==> config.mk <==
export PLATFORM = sky130hd
export DESIGN_NAME = instruction_fetch
export DESIGN_NICKNAME = d
export VERILOG_FILES = /design/src/rtl/instruction_fetch_pkg.sv /design/src/rtl/delay_counter.sv /design/src/rtl/instruction_fetch.sv
export SDC_FILE = /design/constraint.sdc
export NUM_CORES = 1
export LEC_CHECK = 0
export CORE_UTILIZATION = 50
export DETAILED_ROUTE_END_ITERATION = 10
export GPL_ROUTABILITY_DRIVEN = 0
export MAX_ROUTING_LAYER = met4
export PLACE_DENSITY = 0.81
export SYNTH_ARGS = -nofsm -noshare
export SYNTH_HDL_FRONTEND = slang
export SYNTH_SLANG_ARGS = --single-unit
==> constraint.sdc <==
create_clock -name Clock -period 3.2 [get_ports Clock]
set_clock_uncertainty 0.15 [all_clocks]
set_input_delay 0.64 -clock Clock [delete_from_list [all_inputs] [get_ports Clock]]
set_output_delay 0.64 -clock Clock [all_outputs]
set_load 0.05 [all_outputs]
==> src/rtl/instruction_fetch_pkg.sv <==
// rtl/instruction_fetch_pkg.sv - shared opcode, field and FSM state definitions
package instruction_fetch_pkg;

  localparam int INSTR_W     = 28;
  localparam int OP_MSB      = 27;
  localparam int OP_LSB      = 24;
  localparam int JMP_TGT_MSB = 23;
  localparam int JMP_TGT_LSB = 16;
  localparam int NOP_CNT_MSB = 23;
  localparam int NOP_CNT_LSB = 0;
  localparam int DELAY_W     = NOP_CNT_MSB - NOP_CNT_LSB + 1;

  localparam logic [3:0] OP_NOP = 4'h0;
  localparam logic [3:0] OP_LD  = 4'h1;
  localparam logic [3:0] OP_STO = 4'h2;
  localparam logic [3:0] OP_ADD = 4'h3;
  localparam logic [3:0] OP_SUB = 4'h4;
  localparam logic [3:0] OP_BLE = 4'h5;
  localparam logic [3:0] OP_JMP = 4'h6;

  typedef enum logic {
    ST_FETCH = 1'b0,
    ST_DELAY = 1'b1
  } fetch_state_t;

  function automatic logic [3:0] get_opcode(input logic [INSTR_W-1:0] instr);
    return instr[OP_MSB:OP_LSB];
  endfunction

endpackage

==> src/rtl/delay_counter.sv <==
// rtl/delay_counter.sv - loadable down-counter timing NOP bubbles
import instruction_fetch_pkg::*;

module delay_counter (
  input  logic               clk,
  input  logic               rst,
  input  logic               load,
  input  logic [DELAY_W-1:0] load_value,
  input  logic               dec_en,
  output logic               terminal
);

  logic [DELAY_W-1:0] count;

  always_ff @(posedge clk) begin
    if (rst) begin
      count <= '0;
    end else if (load) begin
      count <= load_value;
    end else if (dec_en && count != '0) begin
      count <= count - 1'b1;
    end
  end

  // Terminal marks the last bubble: decrementing from 1 ends the delay.
  assign terminal = (count == DELAY_W'(1));

endmodule

==> src/rtl/instruction_fetch.sv <==
// rtl/instruction_fetch.sv - PC sequencing with JMP, NOP delay, stall and branch redirect
import instruction_fetch_pkg::*;

module instruction_fetch #(
  parameter int          ADDR_W     = 16,
  parameter logic [15:0] RESET_ADDR = 16'd0
) (
  input  logic               Clock,
  input  logic               Reset,
  input  logic               iStall,
  input  logic               iBranchTaken,
  input  logic [ADDR_W-1:0]  iBranchTarget,
  input  logic [INSTR_W-1:0] iInstruction,
  output logic [ADDR_W-1:0]  oAddress,
  output logic [INSTR_W-1:0] oInstruction,
  output logic [ADDR_W-1:0]  oPC,
  output logic               oValid,
  output logic               oDelayBusy
);

  fetch_state_t       state, state_n;
  logic [ADDR_W-1:0]  pc, pc_n;
  logic [INSTR_W-1:0] instr_n;
  logic [ADDR_W-1:0]  opc_n;
  logic               valid_n;
  logic               busy_n;
  logic               cnt_load;
  logic [DELAY_W-1:0] cnt_value;
  logic               cnt_dec;
  logic               cnt_terminal;
  logic [3:0]         opcode;
  logic [DELAY_W-1:0] nop_count;

  assign oAddress  = pc;
  assign opcode    = get_opcode(iInstruction);
  assign nop_count = iInstruction[NOP_CNT_MSB:NOP_CNT_LSB];

  delay_counter u_delay_counter (
    .clk        (Clock),
    .rst        (Reset),
    .load       (cnt_load),
    .load_value (cnt_value),
    .dec_en     (cnt_dec),
    .terminal   (cnt_terminal)
  );

  always_ff @(posedge Clock) begin
    if (Reset) begin
      state        <= ST_FETCH;
      pc           <= ADDR_W'(RESET_ADDR);
      oInstruction <= '0;
      oPC          <= '0;
      oValid       <= 1'b0;
      oDelayBusy   <= 1'b0;
    end else begin
      state        <= state_n;
      pc           <= pc_n;
      oInstruction <= instr_n;
      oPC          <= opc_n;
      oValid       <= valid_n;
      oDelayBusy   <= busy_n;
    end
  end

  // Busy is registered so it lines up with the bubble cycles seen downstream.
  always_comb begin
    state_n   = state;
    pc_n      = pc;
    instr_n   = oInstruction;
    opc_n     = oPC;
    valid_n   = oValid;
    busy_n    = oDelayBusy;
    cnt_load  = 1'b0;
    cnt_value = '0;
    cnt_dec   = 1'b0;

    if (iBranchTaken) begin
      pc_n     = iBranchTarget;
      state_n  = ST_FETCH;
      valid_n  = 1'b0;
      busy_n   = 1'b0;
      cnt_load = 1'b1;
    end else if (!iStall) begin
      case (state)
        ST_FETCH: begin
          busy_n = 1'b0;
          if (opcode == OP_JMP) begin
            pc_n    = ADDR_W'(iInstruction[JMP_TGT_MSB:JMP_TGT_LSB]);
            valid_n = 1'b0;
          end else begin
            instr_n = iInstruction;
            opc_n   = pc;
            valid_n = 1'b1;
            pc_n    = pc + 1'b1;
            if (opcode == OP_NOP && nop_count != '0) begin
              state_n   = ST_DELAY;
              cnt_load  = 1'b1;
              cnt_value = nop_count;
            end
          end
        end
        ST_DELAY: begin
          valid_n = 1'b0;
          busy_n  = 1'b1;
          cnt_dec = 1'b1;
          if (cnt_terminal) begin
            state_n = ST_FETCH;
          end
        end
        default: state_n = ST_FETCH;
      endcase
    end
  end

endmodule
* Yosys cells after proc, flatten, opt, wreduce, memory -nomap -nowiden
Cells that the tools add are included.
** Word-level totals
- Register bits :: 87
- Input bits :: 48
- Word-level logic and storage cells :: 50
** Operators by class
- Add/subtract/negate cells :: 2
- Equality and inequality tests :: 4
- Muxes and demuxes :: 24
- Bitwise gates (word level) :: 4
- Reduce and logical (&&, ||, !) cells :: 9
** Operators by type and width (count)
- $mux 24 :: 7
- $mux 16 :: 4
- $reduce_bool 24->1 :: 2
- $eq 24x1->1 const B :: 1
- $sub 24x1->24 const B :: 1
- $add 16x1->16 const B :: 1
- $mux 1 :: 10
- $pmux 1 s2 :: 3
- $eq 4x3->1 const B :: 1
- $logic_not 4->1 :: 1
- $not 1->1 :: 4
- $reduce_and 4->1 :: 1
- $logic_and 1x1->1 :: 2
- $ne 2x1->1 const B :: 1
- $ne 2x2->1 const B :: 1
- $reduce_and 2->1 :: 1
- $reduce_bool 2->1 :: 1
- $reduce_or 2->1 :: 1

* Logic depth before layout (Yosys ltp)
Gate-level depths: netlist of the first run.
- Depth after elaboration :: 8
- Gate-level depth with buffers :: 9

* Modules after synthesis
Synthesis of the first run repeated with hierarchy kept, for this count alone.
** Second synthesis, totals
- Cells, all modules :: 556
- Area total of the unflattened synthesis :: 4454.3 µm²
** By module, submodules not included
- instruction_fetch :: instances 1, cells each 387, area each 3010.4 µm², seq. area each 1261.2 µm²
- delay_counter :: instances 1, cells each 169, area each 1443.9 µm², seq. area each 480.5 µm²

* Worst setup path before layout of the first run
No wires, ideal clock.
- Path kind :: input -> register
- From :: in iInstruction[24]
- To :: reg u_delay_counter.count[23]
- Arrival :: 2.221 ns
- Required time :: 2.947 ns
- Path slack :: 0.726 ns
- Stages on the path :: 7
- Path buffers :: 2
- Cells stage by stage :: or4_1 -> clkbuf_1 -> nor2_1 -> o22ai_1 -> buf_2 -> and3_1 -> a2111oi_2
** On the way
- Cells in the longest elaborated chain, start to end :: 8
** Ends and longest elaborated chain
- from (decl) :: line instruction_fetch.sv:13 : input logic [INSTR_W-1:0] iInstruction,
- $logic_not 4->1 :: line instruction_fetch.sv:95 : if (opcode == OP_NOP && nop_count != '0) begin
- $logic_and 1x1->1 :: line instruction_fetch.sv:95
- $mux 24 or $mux 1 (tied branches) :: line instruction_fetch.sv:95
- $mux 24 or $mux 1 (tied branches) :: line instruction_fetch.sv:87 : if (opcode == OP_JMP) begin
- $mux 24 or $mux 1 (tied branches) :: line instruction_fetch.sv:84 : case (state)
- $mux 24 or $mux 1 (tied branches) :: line instruction_fetch.sv:83 : end else if (!iStall) begin
- $mux 24 or $mux 1 (tied branches) :: line instruction_fetch.sv:77 : if (iBranchTaken) begin
- $mux 24 or $reduce_bool 2->1 (tied branches)
- to (signal assigned) :: line delay_counter.sv:19 : count <= load_value;
- to (signal assigned) :: line delay_counter.sv:21 : count <= count - 1'b1;
- to (decl) :: line delay_counter.sv:13 : logic [DELAY_W-1:0] count;
Parallel ways exist; a longest one is shown, timed or not.
A chain may end at the register's enable or synchronous reset.

* Worst setup path in the final report of the first run
- From :: in iInstruction[22]
- To :: reg u_delay_counter.count[21]
** On the way
- Cells in the longest elaborated chain, start to end :: 8
** Ends and longest elaborated chain (line)
- $reduce_bool 24->1 * :: instruction_fetch.sv:95
- $logic_and 1x1->1 * :: instruction_fetch.sv:95
- $mux 24 or $mux 1 (tied branches) :: instruction_fetch.sv:95
- $mux 24 or $mux 1 (tied branches) :: instruction_fetch.sv:87
- $mux 24 or $mux 1 (tied branches) :: instruction_fetch.sv:84
- $mux 24 or $mux 1 (tied branches) :: instruction_fetch.sv:83
- $mux 24 or $mux 1 (tied branches) :: instruction_fetch.sv:77
- $mux 24 or $reduce_bool 2->1 (tied branches)
Mark *: on every way between the ends. The rest lies on a longest branch, timed or not.

==> flow_summary.yaml, run 1 <==
pwr:
  power.ir.vdd_worst_v: 0.0003196
  power_leakage_nw: 2.032
  cellPowerDensity_nw_per_um2: 431.5
synth:
  cell_type_with_the_highest_aggregate_area_in_the_netlist: "sky130_fd_sc_hd__dfxtp_1"
  total_of_flip_flops_plus_latches_after_synthesis: 87
  synthesis.area_um2: 4400
  synth_top_cell_area_share_pct: 39.58
  yosys-top-cells-count: "109 x sky130_fd_sc_hd__nand2_1, 87 x sky130_fd_sc_hd__dfxtp_1, 68 x sky130_fd_sc_hd__a21oi_1"
  synth.area.top_cells: "sky130_fd_sc_hd__dfxtp_1 40%, sky130_fd_sc_hd__nand2_1 9.3%, sky130_fd_sc_hd__a21oi_1 7.7%"
  synth_flop_cell: "sky130_fd_sc_hd__dfxtp_1"
  post_synth.cell_area_avg_um2: 7.693
  synthesis.instances: 572
  post_synth_num_cell_types: 66
  synth_nets: 624
  sequential_share_of_the_synthesized_area_pct: 39.58
  synth-edff-count: 0
  synth-async-reset-ratio_pct: 0
  synthMostInstantiatedCell: "sky130_fd_sc_hd__nand2_1"
  total_number_of_yosys_warnings: 0
clock_tree:
  cts_num_sinks: 87
  clock_buffer_count_from_cts: 9
  number_of_h_tree_levels: 3
  cts_root_buf: "sky130_fd_sc_hd__clkbuf_8"
  postCtsSetupRepairBufs: 0
  cts_resized: 0
  cts_tree: "built"
  cts.hold.buffers_added: 0
  cts_buffer_depth: 2
  clock_latency_ns: 0.36
  clk_pin_slew_ns: 0.09
route:
  avgViaCountPerCell: 6.256
  routed_wire_length_per_instance_um: 18.46
  postRouteAntennaNets: 0
  dr_total_vias: 4886
  drt_first_pass_iters: 6
  routed_wl_um: 14420
  first_iter_violations: 536
  post-route-drc-count: 0
worst_setup_path:
  slowest_stage_cell_crit_path: "sky130_fd_sc_hd__o22ai_1"
  crit_buf_inv: 1
  slowest_delay_ns: 0.70
  startpoint_type: "input port"
  timing.critical_path.to_type: "flip-flop"
  critPathKind: "in2reg"
  critical_path_peak_fanout: 11
  path_delay_family: "compound AO/OA/AOI/OAI gates"
  crit_arrival_ns: 2.97
  required_ns: 3.31
  crit_path_cell_trace: "clkdlybuf4s50_1, nor4_1, nand4_1, o22ai_1, a22oi_1, a2111oi_2"
floorplan:
  dieArea_um2: 9181
  die_height_um: 95.82
  horizontal_extent_of_the_die_um: 95.82
  initial_core_utilization_pct: 52.50
  number_of_rows_in_the_core_area: 33
  core_area_um2: 8382
  pin_count: 110
final_layout:
  insertedDiodeCount: 0
  final_nets: 723
  post_route_cells_drive_above_1_share_pct: 8.284
  syn_to_final_growth_pct: 31.90
  fillerInstances: 696
  final_cell_count_no_fill: 781
timing:
  max_slew.worst_pin.slew_ns: 0.9489
  final_report_hold_violation_count: 0
  layout_worst_path_cycle_share_pct: 89.41
  rsz_0062_raised_after_global_routing: "false"
  max-slew-margin-rel_pct: 36.50
  setup_viol_count_final: 0
  setup-tns-final_ns: 0
  period_needed_ns: 2.861
  f_max_mhz: 349.5
  final_max_slew_viol_count: 0
  setup_ws_ns: 0.3389
global_route:
  globalRoute.busiestLayer: "met2"
  antenna_violations_before_repair: 0
  grtUsageMet2_pct: 52.80
  gr-usage-met3_pct: 6.793
  grtUsageTotal_pct: 32.58
  number_of_global_route_vias_before_repair: 4621
  first_pass_grt_wire_length_um: 22160
  grt_max_degree: 56
  grt.overflow.total: 0
  grt_use_met1_pct: 38.38
status:
  run_status: "finished clean"
run:
  cap_violations: 0
placed_design:
  dpl_worst_slack_ns: 0.03822
  detailed_place_hpwl_um: 10220
  dp.cells: 765
  port-buffer-count: 109
worst_hold_path:
  min_path_type: "reg2reg"
metrics by stage:
stage | power, mW | utilization [%] | hold WS, ns | instance area [µm²]
6_report | 2.505 | 69.25 | 0.3071 | 5804
4_1_cts | 2.500 | 69.25 | 0.3113 | 5804
3_5_place_dp | 1.770 | 66.98 | 0.2982 | 5614
2_1_floorplan | 1.545 | - | 0.3096 | 4400
3_3_place_gp | 1.757 | 66.98 | 0.2925 | 5614
5_1_grt | 2.595 | 69.25 | 0.3263 | 5804
flip-flops by register name, indices dropped and copies added (netlist names):
| name | cells |
|---|---|
| u_delay_counter.count | 24 |
| oInstruction | 28 |
| oValid | 1 |
| oPC | 16 |
| oAddress | 16 |
| state | 1 |
| oDelayBusy | 1 |
cell families after synthesis:
logic type | after synthesis | share of synthesized area, %
xor gates and xnor gates | 10 | 1.990
DFF | 87 | 39.58
and+or+nand+nor | 244 | 26.73
muxes | 3 | 0.7108
AOI/OAI and AO/OA | 170 | 24.54
buffers and inverters | 54 | 5.317
adders and majority gates | 4 | 1.137
cells in the final DEF, fill, tap and decap left out, drive strengths merged, types with 2 or more instances in the layout:
cell / instances
nand2: 109
clkdlybuf4s50: 108
dfxtp: 87
a21oi: 68
nor2: 36
o21ai: 35
buf: 21
nor3: 19
nand3: 16
inv: 15
nor4: 13
a31oi: 12
clkbuf: 10
xor2: 9
nand4: 9
or3: 9
or4: 8
o211ai: 7
a211oi: 7
and3: 6
a221oi: 6
or2: 5
a311oi: 5
ha: 4
nand4b: 3
o221ai: 3
a41oi: 3
a32oi: 3
nor3b: 2
o21a: 2
o31ai: 2
o22ai: 2
a2111oi: 2
mux2i: 2
clkinv: 2
clkinvlp: 2
o41ai: 2
a22oi: 2
final cells by class:
class,instances,area (µm²),share of cell area [%]
inverter,13,48.80,0.8407
clock inverter,6,52.55,0.9054
clock buffer,10,137.6,2.371
multi-input combinational,431,2431,41.88
timing repair buffer,129,1261,21.73
tap,105,131.4,2.263
sequential,87,1742,30.01
worst register-to-register path, cell delays in order (launching register included):
cell,delay [ns]
sky130_fd_sc_hd__dfxtp_1,0.35
sky130_fd_sc_hd__nor4_1,0.61
sky130_fd_sc_hd__nand4_2,0.42
sky130_fd_sc_hd__o41ai_4,0.54
sky130_fd_sc_hd__a22oi_1,0.19
sky130_fd_sc_hd__a2111oi_2,0.32
per-layer routing:
metal  part of all wire, %  vias up
li1                      -     2277
met1                    39     2259
met2                    48      297
met3                   9.1       53
met4                   3.9        0
met5                     0        -
power breakdown:
part / total (mW) / switching (mW) / internal (mW)
combinational: 0.575 / 0.361 / 0.213
clock: 0.749 / 0.434 / 0.314
sequential: 1.18 / 0.0530 / 1.13
path summary, 6_finish.rpt:
kind                             start                        end  slack (ns)  depth (start not counted)
max                   iInstruction[22]  u_delay_counter.count[21]        0.34                          6
min                   oInstruction[11]           oInstruction[11]        0.31                          2
max reg2reg  u_delay_counter.count[22]  u_delay_counter.count[21]        0.52                          5
min reg2reg           oInstruction[11]           oInstruction[11]        0.31                          2
Power figures use the tool's default switching activity.
==> run 2: changes to the inputs <==
CORE_MARGIN = 2   (was unset)
SYNTH_HIERARCHICAL = 1   (was unset)
==> run 2 against run 1 <==
Effect of this change:
- combinational power is 6.6% lower
- clock-buffer cell count is 1 lower
- clock power is 9.7% higher
- register-to-register slack worse by 0.24 ns
- design area is 2.0% higher
- highest routed layer unchanged
- sequential cell count stayed put
- sequential share of layout area is 0.59 points lower
- core utilization is 1.0 points lower
- critical path depth stayed put
- largest cell class unchanged
- critical endpoint is now u_delay_counter/count[18]
- global-route usage is 3.3 points lower
==> flow_summary.yaml, run 2 <==
status:
  run_status: "finished clean"
synth:
  synthesis.area_um2: 4454
  synth.area.top_cells: "sky130_fd_sc_hd__dfxtp_1 39%, sky130_fd_sc_hd__nand2_1 9.2%, sky130_fd_sc_hd__a21oi_1 6.1%"
  post_synth_and_or_nand_nor_area_fraction_pct: 29.07
  synth_nets: 608
  synthMostInstantiatedCell: "sky130_fd_sc_hd__nand2_1"
  synth-async-reset-ratio_pct: 0
  yosys-mux-area-fraction_pct: 0.5056
  synthesis.instances: 556
  post_synth_num_cell_types: 61
  synth-compound-area-share_pct: 21.40
  post_synth.cell_area_avg_um2: 8.011
  cell_type_with_the_highest_aggregate_area_in_the_netlist: "sky130_fd_sc_hd__dfxtp_1"
  synth-edff-count: 0
  synth_flop_cell: "sky130_fd_sc_hd__dfxtp_1"
  total_number_of_yosys_warnings: 6
  synth_top_cell_area_share_pct: 39.10
  total_of_flip_flops_plus_latches_after_synthesis: 87
  yosys-top-cells-count: "109 x sky130_fd_sc_hd__nand2_1, 87 x sky130_fd_sc_hd__dfxtp_1, 54 x sky130_fd_sc_hd__a21oi_1"
  sequential_share_of_the_synthesized_area_pct: 39.10
  yosys.area_share.xor_xnor_pct: 2.753
  synth_top_family_by_area: "simple AND/OR/NAND/NOR gates"
  synth_adder_area_share_pct: 1.124
clock_tree:
  cts_tree: "built"
  clk_pin_slew_ns: 0.10
  number_of_h_tree_levels: 3
  cts_num_sinks: 87
  cts_buffer_depth: 2
  cts_root_buf: "sky130_fd_sc_hd__clkbuf_8"
  clock_buffer_count_from_cts: 9
  postCtsSetupRepairBufs: 0
  cts_resized: 0
  clock_latency_ns: 0.37
  cts.hold.buffers_added: 0
final_layout:
  largest_registers: "oInstruction (28), u_delay_counter/count (24)"
  syn_to_final_growth_pct: 32.92
  final_cell_count_no_fill: 779
  layout.cells.most_common_list: "109 x sky130_fd_sc_hd__nand2_1, 108 x sky130_fd_sc_hd__clkdlybuf4s50_1, 87 x sky130_fd_sc_hd__dfxtp_1, 54 x sky130_fd_sc_hd__a21oi_1, 29 x sky130_fd_sc_hd__buf_4"
  largest-register: "oInstruction"
  insertedDiodeCount: 0
  layout.cells.most_common: "sky130_fd_sc_hd__nand2_1"
  final_nets: 718
  post_route_cells_drive_above_1_share_pct: 9.985
  number_of_flip_flops_in_the_largest_register: 28
worst_setup_path:
  worst_r2r_path_depth: 6
  slowest_delay_ns: 0.61
  critical_path_peak_fanout: 8
  timing.critical_path.to_type: "flip-flop"
  crit_path_cell_trace: "or4_4, or4_1, o21ai_0, buf_4, nor3_1, o311a_1"
  timing.rr.start: "u_delay_counter/count[6]"
  reg2reg_setup_slack_ns: 0.28
  critical_path.reg2reg.endpoint: "u_delay_counter/count[18]"
  startpoint_type: "flip-flop"
  crit_arrival_ns: 3.03
  slowest_stage_cell_crit_path: "sky130_fd_sc_hd__or4_4"
  critPathKind: "reg2reg"
  required_ns: 3.31
timing:
  period_needed_ns: 2.917
  max-slew-margin-rel_pct: 44.53
  final_report_hold_violation_count: 0
  max_slew.worst_pin.slew_ns: 0.8245
  final_max_slew_viol_count: 0
  setup-tns-final_ns: 0
  hold_slack_ns: 0.3107
  setup_viol_count_final: 0
  f_max_mhz: 342.8
  rsz_0062_raised_after_global_routing: "false"
  layout_worst_path_cycle_share_pct: 91.17
global_route:
  globalRoute.busiestLayer: "met2"
  gr-usage-met3_pct: 4.438
  antenna_violations_before_repair: 0
  first_pass_grt_wire_length_um: 22490
  grtUsageTotal_pct: 29.25
  grt.overflow.total: 0
  grtUsageMet2_pct: 43.90
  grt_use_met1_pct: 40.38
  grt_max_degree: 79
  number_of_global_route_vias_before_repair: 4542
pwr:
  power.sequential.fraction_pct: 46.7
  power_leakage_nw: 2.069
  power.ir.vdd_worst_v: 0.0002732
  clkPwrFrac_pct: 32.2
  internal-power_mw: 1.721
  share_comb_of_total_power_pct: 21.1
  p_sw_share_pct: 32.51
  cellPowerDensity_nw_per_um2: 430.6
  power.switching_uw: 829.0
floorplan:
  pin_count: 110
  dieArea_um2: 9680
  die_height_um: 98.39
  initial_core_utilization_pct: 51.33
  number_of_rows_in_the_core_area: 34
  core_area_um2: 8678
  horizontal_extent_of_the_die_um: 98.39
route:
  avgViaCountPerCell: 6.056
  routed_wl_um: 13580
  post-route-drc-count: 0
  first_iter_violations: 405
  dr_total_vias: 4718
  routed_wire_length_per_instance_um: 17.43
  postRouteAntennaNets: 0
  drt_first_pass_iters: 6
worst_hold_path:
  holdPathEnd: "oPC[6]"
  min_path_type: "reg2reg"
  hold_path_startpoint: "oPC[6]"
  hold_path_depth: 2
placed_design:
  detailed_place_hpwl_um: 9569
  port-buffer-count: 109
  dp.cells: 763
run:
  cap_violations: 0
## run 2: cell types whose count changed in the layout (fill, tap and decap cells not counted), sizes merged, moves of 7 or more
cell   delta
a31oi     -8
and2     +25
buf      +11
a21oi     -9
nand3     -9
o21ai    -20
nor2      -7
## run 2: critical path, delay by kind of cell (launching register included)
family / cells / cell delay, ns
buffers and inverters: 1 / 0.24
AND/OR/NAND/NOR: 3 / 1.17
AO/OA/AOI/OAI: 2 / 0.85
flip-flops: 1 / 0.40
## run 2: logic make-up after synthesis
kind of cell | count (synthesis)
muxes | 2
buffers and inverters | 51
AOI/OAI and AO/OA | 144
and+or+nand+nor | 254
adders and majority gates | 4
xor gates and xnor gates | 14
DFF | 87
## run 2: power by group through the flow
stage	clock, mW	sequential [mW]	combinational [mW]
floorplan	0	1.32	0.204
global placement	0	1.21	0.522
detailed placement	0	1.21	0.529
CTS	0.829	1.19	0.534
global route	0.870	1.20	0.571
finish	0.822	1.19	0.537
## run 2: stage by stage
step	power (mW)	area (µm²)	utilization (%)	setup WS [ns]
global placement	1.733	5707	65.76	0.2018
detailed placement	1.742	5707	65.76	0.001936
CTS	2.551	5921	68.22	0.3083
global route	2.640	5921	68.22	0.09036
finish	2.550	5921	68.22	0.2825
floorplan	1.526	4454	-	0.3401
## run 2: final cells by class
| class | instances | area, µm² |
|---|---|---|
| multi-input cells | 418 | 2449 |
| inverters | 10 | 37.54 |
| well taps | 108 | 135.1 |
| repair buffers | 140 | 1344 |
| clock inverters | 7 | 90.09 |
| flip-flops and latches | 87 | 1742 |
| clock buffers | 9 | 123.9 |
| fillers | 730 | 2758 |
## run 2: how the worst max path moves through the flow
| stage | start | end | slack [ns] | cells after the start |
|---|---|---|---|---|
| 2_1_floorplan | u_delay_counter/count[6] | u_delay_counter/count[22] | 0.34 | 8 |
| 3_3_place_gp | iStall | u_delay_counter/count[13] | 0.20 | 7 |
| 3_5_place_dp | iStall | u_delay_counter/count[13] | 0.002 | 7 |
| 4_1_cts | u_delay_counter/count[6] | u_delay_counter/count[18] | 0.31 | 6 |
| 5_1_grt | u_delay_counter/count[6] | u_delay_counter/count[8] | 0.09 | 6 |
| 6_report | u_delay_counter/count[6] | u_delay_counter/count[18] | 0.28 | 6 |
## run 2: per-layer routing
metal / routed length [µm] / up-vias
met2: 6166 / 253
met1: 5995 / 2207
met4: 307 / 0
met3: 1110 / 32
li1: - / 2226
met5: 0 / -
==> run 3: changes to the inputs <==
RECOVER_POWER = 50   (was unset)
==> run 3 against run 2 <==
Effect of this change:
- register-to-register slack got worse by 0.02 ns
- clock power fell by 0.6%
- die area did not move
- sequential power barely moved
- sequential share of layout area rose by 0.15 points
- design area fell by 0.51%
- wire length fell by 0.44%
- fmax fell by 0.83%
- sequential cell count did not move
- setup slack got worse by 0.024 ns
- worst hold slack got worse by 0.0042 ns
- critical path type unchanged
- largest power group unchanged
==> flow_summary.yaml, run 3 (synthesis gave the netlist of run 2 again) <==
route:
  avgViaCountPerCell: 6.072
  drt_first_pass_iters: 5
  first_iter_violations: 442
  post-route-drc-count: 0
  routed_wire_length_per_instance_um: 17.36
  dr_total_vias: 4730
  routed_wl_um: 13520
  postRouteAntennaNets: 0
worst_setup_path:
  timing.rr.start: "u_delay_counter/count[6]"
  critical_path_peak_fanout: 8
  critPathKind: "reg2reg"
  crit_arrival_ns: 3.05
  startpoint_type: "flip-flop"
  timing.critical_path.to_type: "flip-flop"
  worst_setup_path_startpoint: "u_delay_counter/count[6]"
  required_ns: 3.31
pwr:
  internal-power_mw: 1.709
  share_comb_of_total_power_pct: 20.7
  power.ir.vdd_worst_v: 0.0002723
  cellPowerDensity_nw_per_um2: 429.6
  p_sw_share_pct: 32.46
  power_leakage_nw: 2.200
  power.switching_uw: 821.3
  clkPwrFrac_pct: 32.3
  power.sequential.fraction_pct: 47.0
timing:
  rsz_0062_raised_after_global_routing: "false"
  layout_worst_path_cycle_share_pct: 91.93
  setup_viol_count_final: 0
  setup-tns-final_ns: 0
  period_needed_ns: 2.942
  f_max_mhz: 339.9
  hold_slack_ns: 0.3065
  setup_ws_ns: 0.2583
  max_slew.worst_pin.slew_ns: 0.8196
  max-slew-margin-rel_pct: 44.86
  final_report_hold_violation_count: 0
  final_max_slew_viol_count: 0
global_route:
  grt.overflow.total: 0
  grt_max_degree: 79
  first_pass_grt_wire_length_um: 22490
  grtUsageTotal_pct: 29.25
  antenna_violations_before_repair: 0
  number_of_global_route_vias_before_repair: 4542
final_layout:
  fin_util_pct: 67.88
  insertedDiodeCount: 0
  final_nets: 718
  syn_to_final_growth_pct: 32.25
  fillerInstances: 733
  largest-register: "oInstruction"
  post_route_cells_drive_above_1_share_pct: 9.091
  layout.cells.most_common_list: "109 x sky130_fd_sc_hd__nand2_1, 87 x sky130_fd_sc_hd__dfxtp_1, 59 x sky130_fd_sc_hd__clkdlybuf4s50_1, 54 x sky130_fd_sc_hd__a21oi_1, 49 x sky130_fd_sc_hd__dlygate4sd3_1"
  number_of_flip_flops_in_the_largest_register: 28
  largest_registers: "oInstruction (28), u_delay_counter/count (24)"
  layout.cells.most_common: "sky130_fd_sc_hd__nand2_1"
worst_hold_path:
  hold_path_startpoint: "oInstruction[5]"
  min_path_type: "reg2reg"
clock_tree:
  cts_buffer_depth: 2
  number_of_h_tree_levels: 3
  cts_resized: 0
  clock_latency_ns: 0.36
  clock_buffer_count_from_cts: 9
  cts_tree: "built"
  clk_pin_slew_ns: 0.10
  cts.hold.buffers_added: 0
  postCtsSetupRepairBufs: 0
  cts_num_sinks: 87
  cts_root_buf: "sky130_fd_sc_hd__clkbuf_8"
placed_design:
  detailed_place_hpwl_um: 9569
  port-buffer-count: 109
  dpl_worst_slack_ns: 0.001936
floorplan:
  number_of_rows_in_the_core_area: 34
  die_height_um: 98.39
  horizontal_extent_of_the_die_um: 98.39
  dieArea_um2: 9680
  pin_count: 110
  initial_core_utilization_pct: 51.33
  core_area_um2: 8678
run:
  cap_violations: 0
status:
  run_status: "finished clean"
==> run 3: cell types whose count changed in the layout (fill, tap and decap cells not counted), moves of 3 or more <==
cell                              before  now
sky130_fd_sc_hd__buf_4                29   25
sky130_fd_sc_hd__clkbuf_1              0    3
sky130_fd_sc_hd__clkdlybuf4s50_1     108   59
sky130_fd_sc_hd__dlygate4sd3_1         0   49
==> run 3: path summary, 6_finish.rpt <==
kind / endpoint / slack, ns / cells after the start
setup reg to reg: u_delay_counter/count[18] / 0.26 / 6
hold / removal: oInstruction[5] / 0.31 / 2
hold reg to reg: oInstruction[5] / 0.31 / 2
setup / recovery: u_delay_counter/count[18] / 0.26 / 6
==> run 3: layout make-up <==
class	count	area [µm²]	share of cell area, %
multi-input combinational	418	2432	41.29
clock buffer	9	123.9	2.103
sequential	87	1742	29.57
timing repair buffer	140	1330	22.58
inverter	10	37.54	0.6372
clock inverter	7	90.09	1.529
tap	108	135.1	2.294
==> run 3: per-layer routing <==
layer	wire, µm	vias up	track usage (%)	share of wire [%]
li1	-	2223	-	-
met1	5944	2214	40.38	44
met2	6094	259	43.90	45
met3	1174	34	4.438	8.7
met4	306	0	10.01	2.3
met5	0	-	-	0
==> run 3: critical path: stages, from the launching register on <==
cell and delay (ns):
sky130_fd_sc_hd__dfxtp_1 0.40, sky130_fd_sc_hd__or4_4 0.61, sky130_fd_sc_hd__or4_1 0.51, sky130_fd_sc_hd__o21ai_0 0.55, sky130_fd_sc_hd__buf_4 0.25, sky130_fd_sc_hd__nor3_1 0.05
sky130_fd_sc_hd__o311a_1 0.32
==> run 3: stage by stage <==
stage                     instances  cell area [µm²]  power [mW]
final                           779             5891       2.531
after global routing            779             5891       2.626
after CTS                       779             5921       2.551
after detailed placement        763             5707       1.742
after global placement          763             5707       1.733
after floorplan                 556             4454       1.526
==> run 3: power by group through the flow <==
stage	clock [mW]	sequential (mW)	combinational [mW]
finish	0.817	1.19	0.524
global placement	0	1.21	0.522
global route	0.870	1.20	0.558
floorplan	0	1.32	0.204
CTS	0.829	1.19	0.534
detailed placement	0	1.21	0.529
